## config.mk

```make
export PLATFORM = sky130hd
export DESIGN_NAME = ram_arb_2p
export DESIGN_NICKNAME = d
export VERILOG_FILES = /design/src/rtl/ram_arb_2p.sv
export SDC_FILE = /design/constraint.sdc
export NUM_CORES = 1
export LEC_CHECK = 0
export CAP_MARGIN = 20
export CELL_PAD_IN_SITES_DETAIL_PLACEMENT = 0
export CELL_PAD_IN_SITES_GLOBAL_PLACEMENT = 1
export CORE_MARGIN = 4
export CORE_UTILIZATION = 27
export CTS_CLUSTER_SIZE = 24
export DETAILED_ROUTE_END_ITERATION = 10
export PLACE_DENSITY = 0.91
export SYNTH_ARGS = -nofsm -noshare
export SYNTH_HDL_FRONTEND = slang
export SYNTH_SLANG_ARGS = --single-unit
```

## constraint.sdc

```tcl
create_clock -name clk -period 3.58 [get_ports clk]
set_input_delay 0.716 -clock clk [delete_from_list [all_inputs] [get_ports clk]]
set_output_delay 0.716 -clock clk [all_outputs]
set_load 0.05 [all_outputs]
```

## src/rtl/ram_arb_2p.sv

```systemverilog
// Two-port arbiter in front of a single-port synchronous RAM.
// Ports may lock the RAM across several accesses. Unlocked contention
// alternates between the ports through a round-robin pointer. Read data
// is steered back to the port that issued the read.
module ram_arb_2p #(
  parameter int AW = 6,
  parameter int DW = 20
) (
  input  logic          clk,
  input  logic          rst_n,
  input  logic          req0,
  input  logic          req1,
  input  logic          we0,
  input  logic          we1,
  input  logic          lock0,
  input  logic          lock1,
  input  logic [AW-1:0] addr0,
  input  logic [AW-1:0] addr1,
  input  logic [DW-1:0] di0,
  input  logic [DW-1:0] di1,
  output logic          gnt0,
  output logic          gnt1,
  output logic          vld0,
  output logic          vld1,
  output logic [DW-1:0] do0,
  output logic [DW-1:0] do1,
  output logic          ram_we,
  output logic [AW-1:0] ram_addr,
  output logic [DW-1:0] ram_di,
  input  logic [DW-1:0] ram_do
);

  typedef enum logic [1:0] {IDLE, OWN0, OWN1} state_t;

  state_t          state_q, state_d;
  logic            ptr_q, ptr_d;
  logic            vld0_q, vld0_d;
  logic            vld1_q, vld1_d;
  logic [DW-1:0]   do0_q, do0_d;
  logic [DW-1:0]   do1_q, do1_d;

  // Arbitration: pick the granted port, then derive next ownership and pointer.
  always_comb begin
    gnt0    = 1'b0;
    gnt1    = 1'b0;
    state_d = state_q;
    ptr_d   = ptr_q;

    unique case (state_q)
      IDLE: begin
        if (req0 && req1) begin
          gnt0 = ~ptr_q;
          gnt1 = ptr_q;
        end else begin
          gnt0 = req0;
          gnt1 = req1;
        end
      end
      OWN0:    gnt0 = req0;
      OWN1:    gnt1 = req1;
      default: ;
    endcase

    // No access may start while reset is held, even though gnt is combinational.
    if (!rst_n) begin
      gnt0 = 1'b0;
      gnt1 = 1'b0;
    end

    // A locked transfer keeps (or takes) ownership; an unlocked one releases
    // the RAM and hands priority to the other port.
    if (gnt0) begin
      if (lock0) begin
        state_d = OWN0;
      end else begin
        state_d = IDLE;
        ptr_d   = 1'b1;
      end
    end else if (gnt1) begin
      if (lock1) begin
        state_d = OWN1;
      end else begin
        state_d = IDLE;
        ptr_d   = 1'b0;
      end
    end
  end

  // RAM drive: route the granted port; the write strobe is only raised on a grant.
  always_comb begin
    ram_we   = (gnt0 & we0) | (gnt1 & we1);
    ram_addr = gnt1 ? addr1 : addr0;
    ram_di   = gnt1 ? di1   : di0;
  end

  // Read return: ram_do is already a registered RAM output one cycle after the
  // grant, so it is forwarded directly while vld is high and latched into a
  // hold register so the port output keeps its last value afterwards.
  always_comb begin
    vld0_d = gnt0 & ~we0;
    vld1_d = gnt1 & ~we1;
    do0_d  = vld0_q ? ram_do : do0_q;
    do1_d  = vld1_q ? ram_do : do1_q;
    vld0   = vld0_q;
    vld1   = vld1_q;
    do0    = do0_d;
    do1    = do1_d;
  end

  // State registers; reset drops ownership and any in-flight read return.
  always_ff @(posedge clk or negedge rst_n) begin
    if (!rst_n) begin
      state_q <= IDLE;
      ptr_q   <= 1'b0;
      vld0_q  <= 1'b0;
      vld1_q  <= 1'b0;
      do0_q   <= '0;
      do1_q   <= '0;
    end else begin
      state_q <= state_d;
      ptr_q   <= ptr_d;
      vld0_q  <= vld0_d;
      vld1_q  <= vld1_d;
      do0_q   <= do0_d;
      do1_q   <= do1_d;
    end
  end

endmodule

```

==> summary.txt <==
Power
  • Combinational power share: 0.670
  • Pwr dens: between 800 and 900 nW/um2
  • Power Total: 3.44 mW
  • Sw frac: 0.473
  • Net Sw Power: roughly 1.6 mW
  • VDD IR-drop max: between 0.0003 and 0.0004 V
  • Clock power frac: 0.091
  • Reg power frac: 0.239
  • Leak pwr: around 1.7 nW
  • Internal power: 1.81 mW

Worst setup path
  • CP peak stage delay: around 900 ps
  • Critical Path Slowest Stage Cell: clkdlybuf4s50_1
  • Worst Path Required: between 2000 and 3000 ps
  • Type of destination of the critical path: output port
  • Critical Path, Cell by Cell: clkdlybuf4s50_1 -> nand3b_1 -> a31oi_1 -> clkdlybuf4s50_1
  • Worst R2R Start: state_q[0]$_DFFE_PN0P_
  • Worst Setup SP: req0
  • Worst r2r dst: state_q[1]$_DFFE_PN0P_
  • R2R cell count: 4
  • Crit-path max FO: 4
  • Crit Path Category: primary input to output port
  • Startpoint Class: primary input
  • Crit-path most repeated cell: clkdlybuf4s50_1
  • Buf/Inv on CP: 2
  • Delay-heaviest family, CP: buffers and inverters
  • Crit path DAT: about 2500 ps
  • Critical Path Stages: 4
  • R2R Setup Slk: between 2000 and 2500 ps
  • Worst Setup EP: gnt0

Floorplanning
  • Site Rows: 31
  • Chip Width: between 90 and 100 um
  • Chip Height: around 95 um
  • Ports: between 150 and 200
  • Die area: 9110 um2
  • Starting Density: 0.282
  • Core area: between 7000 and 8000 um2

GRT
  • Remaining Overflow, GRT: 0
  • Initial antenna violation count: 0
  • All-layer global routing usage: 0.126
  • Vias in the first global route: 1865
  • Global-route wire length before repair: 8780 um
  • Largest net degree at the start of global routing: 43

Final layout
  • Commonest non-fill, non-tap cell in the layout: clkdlybuf4s50_1
  • Nets@finish: roughly 370
  • Layout cells sized above 1: 0.379
  • Final-layout fill cell count: around 600
  • Register area: 1130 um2
  • Most frequent cells in the layout: 121 x clkdlybuf4s50_1, 56 x mux2_2, 45 x dfrtp_1
  • Synthesis-to-layout area growth: 95.8%
  • # diodes: 0
  • Area of the multi-input gates: slightly below 900 um2

Route
  • Met1 Routed Length: approximately 2100 um
  • Post-Route WL: just under 6000 um
  • Vias: 1693
  • WL/cell: 15.4 um
  • Max Used Layer: met4
  • Iter 0 DRT Violations: 16
  • TritonRoute pass-1 iters: 4
  • Met2 WL: about 3200 um
  • Routed wl met3: 545 um
  • Via/cell ratio: ~4.4
  • Routed Antenna Nets: 0
  • DRC: 0

STA
  • Setup TNS Final: 0 ps
  • Fmax: roughly 0.31 GHz
  • Worst Skew: around 5.2 ps
  • Final setup vio count: 0
  • Final Cycle Share: 0.889
  • Final Max Slew Viols: 0
  • Unrepaired setup endpoints after global routing: no
  • Worst Tran Pin Value: between 500 and 600 ps
  • Worst relative slew slack: 0.650
  • Final hold vios: 0
  • Min Tclk post-route: 3180 ps

CTS
  • Clk root buf: clkbuf_8
  • Clock latency on the worst-skew pair: roughly 290 ps
  • Post-CTS Setup Inserts: 0
  • CTS resizes: 0
  • TritonCTS buffer count: 5
  • Clock Sinks: 45
  • Clock Pin Slew Worst Setup and Hold Paths: around 80 ps
  • Max clock buf depth: 2
  • CTS tree: built
  • H-tree depth: 2
  • CTS Hold Buffers Added: 0

Synth
  • Warnings from Yosys: 0
  • Cell area after synthesis: around 2100 um2
  • Syn Inst Count: 131
  • Flops & latches, synth: 45
  • Post-synth cell types: 18
  • Mapped Avg Cell Area: about 16 um2
  • Sequential fraction of the synthesis area: 0.545
  • Syn_nets: between 200 and 250

Hold path
  • Hold Path Class: primary input to asynchronous set/reset pin

Placed design
  • # port buffers: 150
  • RD Place Congestion: roughly 0.73
  • Hpwl dp: between 4000 and 5000 um

Run
  • Max-Cap Viols: 0

Status
  • Status: finished, final reports clean
## layout make-up
type	instances	share of cell area
repair buffers	154	0.450
well taps	99	0.0307
clock buffers	6	0.0204
multi-input cells	78	0.217
clock inverters	1	0.00186
inverters	1	0.000929
flip-flops and latches	45	0.279
## per-stage QoR
stage | instances | hold slack [ps] | setup slack (ps) | util | instance area, um2
after floorplan | 131 | 420 | 530 | - | 2060
after global placement | 377 | 480 | 401 | 0.539 | 3950
after detailed placement | 377 | 484 | 394 | 0.539 | 3950
after CTS | 384 | 220 | 383 | 0.551 | 4040
after global routing | 384 | 212 | 301 | 0.551 | 4040
final | 384 | 227 | 398 | 0.551 | 4040
## power groups by stage
stage / clock, mW / sequential [mW] / combinational, mW
after detailed placement: 0 / 0.836 / 2.33
final: 0.312 / 0.823 / 2.30
after global routing: 0.353 / 0.847 / 2.39
after CTS: 0.330 / 0.827 / 2.33
after global placement: 0 / 0.820 / 2.31
after floorplan: 0 / 0.819 / 1.49
## sequential cells by signal, summed over array words and instances (netlist names)
register  cells
ptr_q         1
vld0          1
state_q       2
do0_q        20
vld1          1
do1_q        20
## how the worst min path moves through the flow
stage | start | to | slack (ps) | depth (start not counted)
final | rst_n | state_q[0]$_DFFE_PN0P_ | 230 | 1
after global routing | rst_n | state_q[0]$_DFFE_PN0P_ | 210 | 1
after CTS | rst_n | state_q[0]$_DFFE_PN0P_ | 220 | 1
after detailed placement | do1_q[17]$_DFF_PN0_ | do1_q[17]$_DFF_PN0_ | 480 | 1
after global placement | do1_q[5]$_DFF_PN0_ | do1_q[5]$_DFF_PN0_ | 480 | 1
after floorplan | rst_n | do0_q[0]$_DFF_PN0_ | 420 | 0
## layer usage
| layer | vias to the layer above | global-route usage |
|---|---|---|
| met3 | 5 | 0.0474 |
| met4 | 0 | 0.0367 |
| met1 | 826 | 0.130 |
| met5 | - | 0 |
| li1 | 777 | - |
| met2 | 85 | 0.236 |
## synth_stat cells, drive strengths merged
master	instances	share of area
a22o	3	0.013
a31oi	1	0.0030
buf	5	0.024
clkbuf	2	0.0036
dfrtp	45	0.55
inv	1	0.0018
mux2	66	0.38
nand3b	2	0.0073
nor2	2	0.0048
nor2b	1	0.0030
nor3	1	0.0024
nor3b	1	0.0091
o32a	1	0.0048
## logic make-up after synthesis
kind of cell	Yosys count	share of synthesized area
flops	45	0.545
buf+inv	8	0.0291
simple gates	7	0.0267
mux	66	0.378
compound gates	5	0.0206
Note: power is estimated with default switching activity, not from simulation.
